**src/rtl/z_raster_scheduler_pkg.sv**
```systemverilog
// Shared types and state encodings for the triangle raster scheduler.
// Holds the defines_package contents (Point2D, Triangle3D, FSM states) as a compilable package.
package z_raster_scheduler_pkg;

  typedef struct packed {
    logic signed [15:0] x;
    logic signed [15:0] y;
  } Point2D;

  typedef struct packed {
    logic signed [15:0] x;
    logic signed [15:0] y;
    logic signed [15:0] z;
  } Point3D;

  typedef struct packed {
    Point3D v0;
    Point3D v1;
    Point3D v2;
  } Triangle3D;

  localparam logic [2:0] StIdle    = 3'd0;
  localparam logic [2:0] StSetup   = 3'd1;
  localparam logic [2:0] StIssue   = 3'd2;
  localparam logic [2:0] StWait    = 3'd3;
  localparam logic [2:0] StEmit    = 3'd4;
  localparam logic [2:0] StAdvance = 3'd5;
  localparam logic [2:0] StDone    = 3'd6;

  function automatic logic signed [15:0] smin(input logic signed [15:0] a,
                                              input logic signed [15:0] b);
    return (a < b) ? a : b;
  endfunction

  function automatic logic signed [15:0] smax(input logic signed [15:0] a,
                                              input logic signed [15:0] b);
    return (a > b) ? a : b;
  endfunction

endpackage

```
**src/rtl/z_raster_scheduler_bbox.sv**
```systemverilog
// raster_bbox: combinational bounding box of a triangle, clipped to the screen.
// skip flags triangles that must produce no fragments (zero area or fully off-screen).
module raster_bbox
  import z_raster_scheduler_pkg::*;
#(
  parameter int SCREEN_W = 640,
  parameter int SCREEN_H = 480
) (
  input  Triangle3D          tri_in,
  output logic signed [15:0] minx,
  output logic signed [15:0] miny,
  output logic signed [15:0] maxx,
  output logic signed [15:0] maxy,
  output logic               skip
);

  localparam logic signed [15:0] XLast = 16'(SCREEN_W - 1);
  localparam logic signed [15:0] YLast = 16'(SCREEN_H - 1);

  logic signed [15:0] ux_min, ux_max, uy_min, uy_max;

  always_comb begin
    ux_min = smin(smin(tri_in.v0.x, tri_in.v1.x), tri_in.v2.x);
    ux_max = smax(smax(tri_in.v0.x, tri_in.v1.x), tri_in.v2.x);
    uy_min = smin(smin(tri_in.v0.y, tri_in.v1.y), tri_in.v2.y);
    uy_max = smax(smax(tri_in.v0.y, tri_in.v1.y), tri_in.v2.y);

    minx = smax(ux_min, 16'sd0);
    miny = smax(uy_min, 16'sd0);
    maxx = smin(ux_max, XLast);
    maxy = smin(uy_max, YLast);

    // Zero area is judged on the unclipped box; emptiness on the clipped one.
    skip = (ux_min == ux_max) || (uy_min == uy_max) || (minx > maxx) || (miny > maxy);
  end

endmodule

```
**src/rtl/z_raster_scheduler.sv**
```systemverilog
// Walks the clipped bounding box of each accepted triangle pixel by pixel, querying the
// depth interpolation unit and emitting a fragment for every pixel reported inside.
module z_raster_scheduler
  import z_raster_scheduler_pkg::*;
#(
  parameter int SCREEN_W = 640,
  parameter int SCREEN_H = 480
) (
  input  logic               clk,
  input  logic               rst,
  input  logic               tri_valid,
  output logic               tri_ready,
  input  Triangle3D          tri_in,
  output Triangle3D          zi_triangle,
  output Point2D             zi_point,
  output logic               zi_start,
  input  logic               zi_done,
  input  logic signed [15:0] zi_z,
  input  logic               zi_inside,
  output logic               frag_valid,
  input  logic               frag_ready,
  output logic signed [15:0] frag_x,
  output logic signed [15:0] frag_y,
  output logic signed [15:0] frag_z,
  output logic               tri_done
);

  logic [2:0]         state_q, state_d;
  Triangle3D          tri_q, tri_d;
  Point2D             cur_q, cur_d;
  logic signed [15:0] minx_q, minx_d, maxx_q, maxx_d, maxy_q, maxy_d;
  logic signed [15:0] fx_q, fx_d, fy_q, fy_d, fz_q, fz_d;

  logic signed [15:0] bb_minx, bb_miny, bb_maxx, bb_maxy;
  logic               bb_skip;

  raster_bbox #(
    .SCREEN_W(SCREEN_W),
    .SCREEN_H(SCREEN_H)
  ) u_bbox (
    .tri_in(tri_q),
    .minx  (bb_minx),
    .miny  (bb_miny),
    .maxx  (bb_maxx),
    .maxy  (bb_maxy),
    .skip  (bb_skip)
  );

  always_comb begin
    state_d = state_q;
    tri_d   = tri_q;
    cur_d   = cur_q;
    minx_d  = minx_q;
    maxx_d  = maxx_q;
    maxy_d  = maxy_q;
    fx_d    = fx_q;
    fy_d    = fy_q;
    fz_d    = fz_q;
    unique case (state_q)
      StIdle: begin
        if (tri_valid) begin
          tri_d   = tri_in;
          state_d = StSetup;
        end
      end
      StSetup: begin
        if (bb_skip) begin
          state_d = StDone;
        end else begin
          minx_d  = bb_minx;
          maxx_d  = bb_maxx;
          maxy_d  = bb_maxy;
          cur_d.x = bb_minx;
          cur_d.y = bb_miny;
          state_d = StIssue;
        end
      end
      StIssue: state_d = StWait;
      StWait: begin
        if (zi_done) begin
          if (zi_inside) begin
            fx_d    = cur_q.x;
            fy_d    = cur_q.y;
            fz_d    = zi_z;
            state_d = StEmit;
          end else begin
            state_d = StAdvance;
          end
        end
      end
      StEmit: begin
        if (frag_ready) state_d = StAdvance;
      end
      StAdvance: begin
        // Cursor never exceeds the clipped box, so +1 cannot overflow.
        if (cur_q.x == maxx_q) begin
          if (cur_q.y == maxy_q) begin
            state_d = StDone;
          end else begin
            cur_d.x = minx_q;
            cur_d.y = cur_q.y + 16'sd1;
            state_d = StIssue;
          end
        end else begin
          cur_d.x = cur_q.x + 16'sd1;
          state_d = StIssue;
        end
      end
      StDone:  state_d = StIdle;
      default: state_d = StIdle;
    endcase
  end

  always_ff @(posedge clk or posedge rst) begin
    if (rst) begin
      state_q <= StIdle;
      tri_q   <= '0;
      cur_q   <= '0;
      minx_q  <= '0;
      maxx_q  <= '0;
      maxy_q  <= '0;
      fx_q    <= '0;
      fy_q    <= '0;
      fz_q    <= '0;
    end else begin
      state_q <= state_d;
      tri_q   <= tri_d;
      cur_q   <= cur_d;
      minx_q  <= minx_d;
      maxx_q  <= maxx_d;
      maxy_q  <= maxy_d;
      fx_q    <= fx_d;
      fy_q    <= fy_d;
      fz_q    <= fz_d;
    end
  end

  always_comb begin
    tri_ready   = (state_q == StIdle);
    zi_start    = (state_q == StIssue);
    frag_valid  = (state_q == StEmit);
    tri_done    = (state_q == StDone);
    zi_triangle = tri_q;
    zi_point    = cur_q;
    frag_x      = fx_q;
    frag_y      = fy_q;
    frag_z      = fz_q;
  end

endmodule
```
**config.mk**
```make
export PLATFORM = sky130hd
export DESIGN_NAME = z_raster_scheduler
export DESIGN_NICKNAME = d
export VERILOG_FILES = /design/src/rtl/z_raster_scheduler_pkg.sv /design/src/rtl/z_raster_scheduler_bbox.sv /design/src/rtl/z_raster_scheduler.sv
export SDC_FILE = /design/constraint.sdc
export NUM_CORES = 1
export LEC_CHECK = 0
export CORE_UTILIZATION = 49
export DETAILED_ROUTE_END_ITERATION = 8
export PLACE_DENSITY = 0.78
export SETUP_SLACK_MARGIN = 0.5
export SLEW_MARGIN = 10
export SYNTH_ARGS = -nofsm -noshare
export SYNTH_HDL_FRONTEND = slang
export SYNTH_SLANG_ARGS = --single-unit
```
**constraint.sdc**
```tcl
create_clock -name clk -period 13.5 [get_ports clk]
set_input_delay 2.7 -clock clk [delete_from_list [all_inputs] [get_ports clk]]
set_output_delay 2.7 -clock clk [all_outputs]
set_load 0.005 [all_outputs]
```
==> results.yml <==
outcome:
  status: "complete, no violations"
worst_setup_path:
  worstPathRequired_ns: 14.01
  rr_endpoint: "zi_point[11]"
  cpPeakStageDelay_ns: 0.96
  startpoint: "zi_triangle[79]"
  arrival_ns: 11.93
  start_kind: "flip-flop"
  critPathKind: "reg2reg"
  rr_startpoint: "zi_triangle[79]"
  end_kind: "flip-flop"
  ff2ff_setup_slack_ns: 2.07
  crit_path_max_fanout: 82
  worstRegToRegCells: 37
  crit_path_frequent_cell: "o21a_1"
  cp_slowest_cell: "o311ai_4"
layout:
  n_fill_cell: 2779
  multi_input_comb_area_sq_mm: 0.00978
  layout.area.seq_sq_mm: 0.00688
  area_growth_pct: 30.8
  design_area_sq_mm: 0.0227
  num-nets-final: 2461
  layout-drive-gt1-share: 0.122
cts:
  clkLatencyLatePin_ns: 0.58
  cts_buffers: 30
  path_clk_slew_ns: 0.07
  tritoncts: "done"
  htreeDepth: 1
  ctsResizeCount: 0
  postCtsSetupBuffers: 0
  clock-sinks: 275
  cts_root_buf: "clkbuf_16"
  ctsHoldBuffers: 0
  cts_buffer_depth: 3
sta:
  max_freq_mhz: 87.5
  worst_slack_ns: 2.07
  tightest_slew_ns: 1.04
  fin_tns_setup_ns: 0
  whs_ns: 0.478
  period_needed_ns: 11.43
  slew_violations: 0
  skew_ns: 0.0138
  slew_headroom: 0.305
  finalCritPeriodShare: 0.846
  rsz0062_at_grt: "no"
  final_hold_viol_count: 0
  setup_viol: 0
job:
  cap_violations: 0
placed_design:
  post_dp_cell_area_sq_mm: 0.0217
  dpl.hpwl_microns: 45200
  port_buffers: 393
  gp_congestion: 0.968
  place_ws_ns: 2.30
synth:
  synth-main-ff-cell: "dfrtp_1"
  synth_area_sq_mm: 0.0174
  post_synth.cell_area_avg_sq_um: 9.60
  ys_seq_area_frac: 0.396
  synthCells: 1811
  ys_warn_count: 0
  synth.distinct_cells: 75
  synth_edf_count: 0
  yosys_register_bits: 275
  async_flop_share: 1.00
  synth_nets: 2107
drt:
  vias: 15559
  detail_route.wl_per_cell_microns: 22.1
  drc: 0
  drt-total-wl_microns: 58300
  drtPass1Iterations: 5
  drt-initial-drc-count: 1217
  vias_per_cell: 5.88
  final_antenna_net_count: 0
global_route:
  antenna_found_initial: 3
  first_global_vias: 15451
  track_usage: 0.318
  grt_max_degree: 139
  overflow: 0
  grt_pass1_wl_microns: 89200
floorplan:
  core_sq_mm: 0.0347
  dieArea_sq_mm: 0.0362
  num_io_pins: 394
  placementRows: 68
  initial_core_util: 0.501
  die_h_microns: 190
  fp.dieW_microns: 190
hold_path:
  hold_depth: 2
  hold_path.class: "reg2reg"
  holdCritStartpoint: "frag_y[8]"
  holdPathEnd: "frag_y[8]"
## worst max path at each step
stage,endpoint
2_1_floorplan,frag_x[0]
3_3_place_gp,zi_point[11]
3_5_place_dp,zi_point[11]
4_1_cts,zi_point[11]
5_1_grt,zi_point[11]
6_report,zi_point[11]
## state kept, by name, indices dropped and copies added (netlist names)
signal,cells
zi_triangle,144
zi_point,32
frag_x,16
frag_y,16
frag_z,16
maxx_q,16
maxy_q,16
minx_q,16
state_q,3
## stage by stage
| stage | util | cells |
|---|---|---|
| 6_report | 0.655 | 2645 |
| 5_1_grt | 0.655 | 2644 |
| 4_1_cts | 0.655 | 2644 |
| 3_5_place_dp | 0.624 | 2588 |
| 3_3_place_gp | 0.624 | 2588 |
| 2_1_floorplan | - | 1811 |
## worst max-delay path: cells and delay by family, from the launching register on
family / cells / cell delay (ns)
adder cells (fa/ha/maj): 4 / 1.51
flip-flops: 1 / 0.38
buffers and inverters: 3 / 1.11
AO/OA/AOI/OAI: 18 / 5.07
AND/OR/NAND/NOR: 11 / 2.76
multiplexers: 1 / 0.49
## cell usage in the layout, fill, tap and decap left out, types with 41 or more instances in the layout
cell and count:
nand2_1 182, inv_1 101, ha_1 130, mux2i_1 41, mux2_2 173, dfrtp_1 275, a21oi_1 72, nand3_1 45
o21ai_0 196, clkdlybuf4s50_1 393, nand4_1 41, nor2_1 85
## cell families (layout without fill, tap and decap cells)
logic type	after synthesis	count (layout)	synth area share
compound gates	427	427	0.151
fa+ha+maj	130	130	0.0936
flops	275	275	0.396
xor+xnor	63	63	0.0317
simple gates	500	500	0.139
other cells	1	2	0.000216
buf+inv	185	563	0.0425
mux	230	230	0.147
## cell type report
class,instances,area share
antenna,1,0.000110
clock buffer,42,0.0394
clock inverter,14,0.00792
inverter,102,0.0172
multi-input combinational,1351,0.430
sequential,275,0.303
tap,455,0.0250
timing repair buffer,405,0.177
## synthesized netlist by cell type (4+ instances only)
master | n | share of area
o22ai_1 | 23 | 0.0083
or2_2 | 17 | 0.0061
xor2_1 | 40 | 0.020
nor4_1 | 21 | 0.0076
a21oi_1 | 72 | 0.021
or4_1 | 4 | 0.0017
a22oi_1 | 12 | 0.0052
or3_1 | 6 | 0.0022
nor3_1 | 17 | 0.0049
o31ai_1 | 4 | 0.0017
buf_2 | 17 | 0.0049
nand2b_1 | 29 | 0.010
nor2b_1 | 19 | 0.0068
mux2_2 | 173 | 0.11
a21o_1 | 27 | 0.012
buf_1 | 7 | 0.0015
o21ai_1 | 4 | 0.0012
and2_1 | 11 | 0.0040
mux2_1 | 15 | 0.0097
mux2i_1 | 41 | 0.024
nor2_1 | 85 | 0.018
o21ai_0 | 196 | 0.056
a211oi_1 | 11 | 0.0048
a2111oi_0 | 4 | 0.0020
inv_1 | 102 | 0.022
o211ai_1 | 11 | 0.0048
nand4_1 | 41 | 0.015
xnor2_1 | 23 | 0.012
nand2_1 | 182 | 0.039
and3_1 | 11 | 0.0040
ha_1 | 130 | 0.094
nand3_1 | 45 | 0.013
dfrtp_1 | 275 | 0.40
o21a_1 | 14 | 0.0060
clkbuf_1 | 55 | 0.012
a221oi_1 | 5 | 0.0025
## metal layers
metal / up-vias / part of all wire / track usage
met2: 644 / 0.46 / 0.516
met1: 7553 / 0.42 / 0.416
li1: 7239 / - / -
met3: 119 / 0.072 / 0.0662
met5: - / 0.00034 / 0
met4: 4 / 0.038 / 0.115
Power is not shown: default switching activity piles up to over one toggle a cycle in this logic, so the estimate is an artifact.
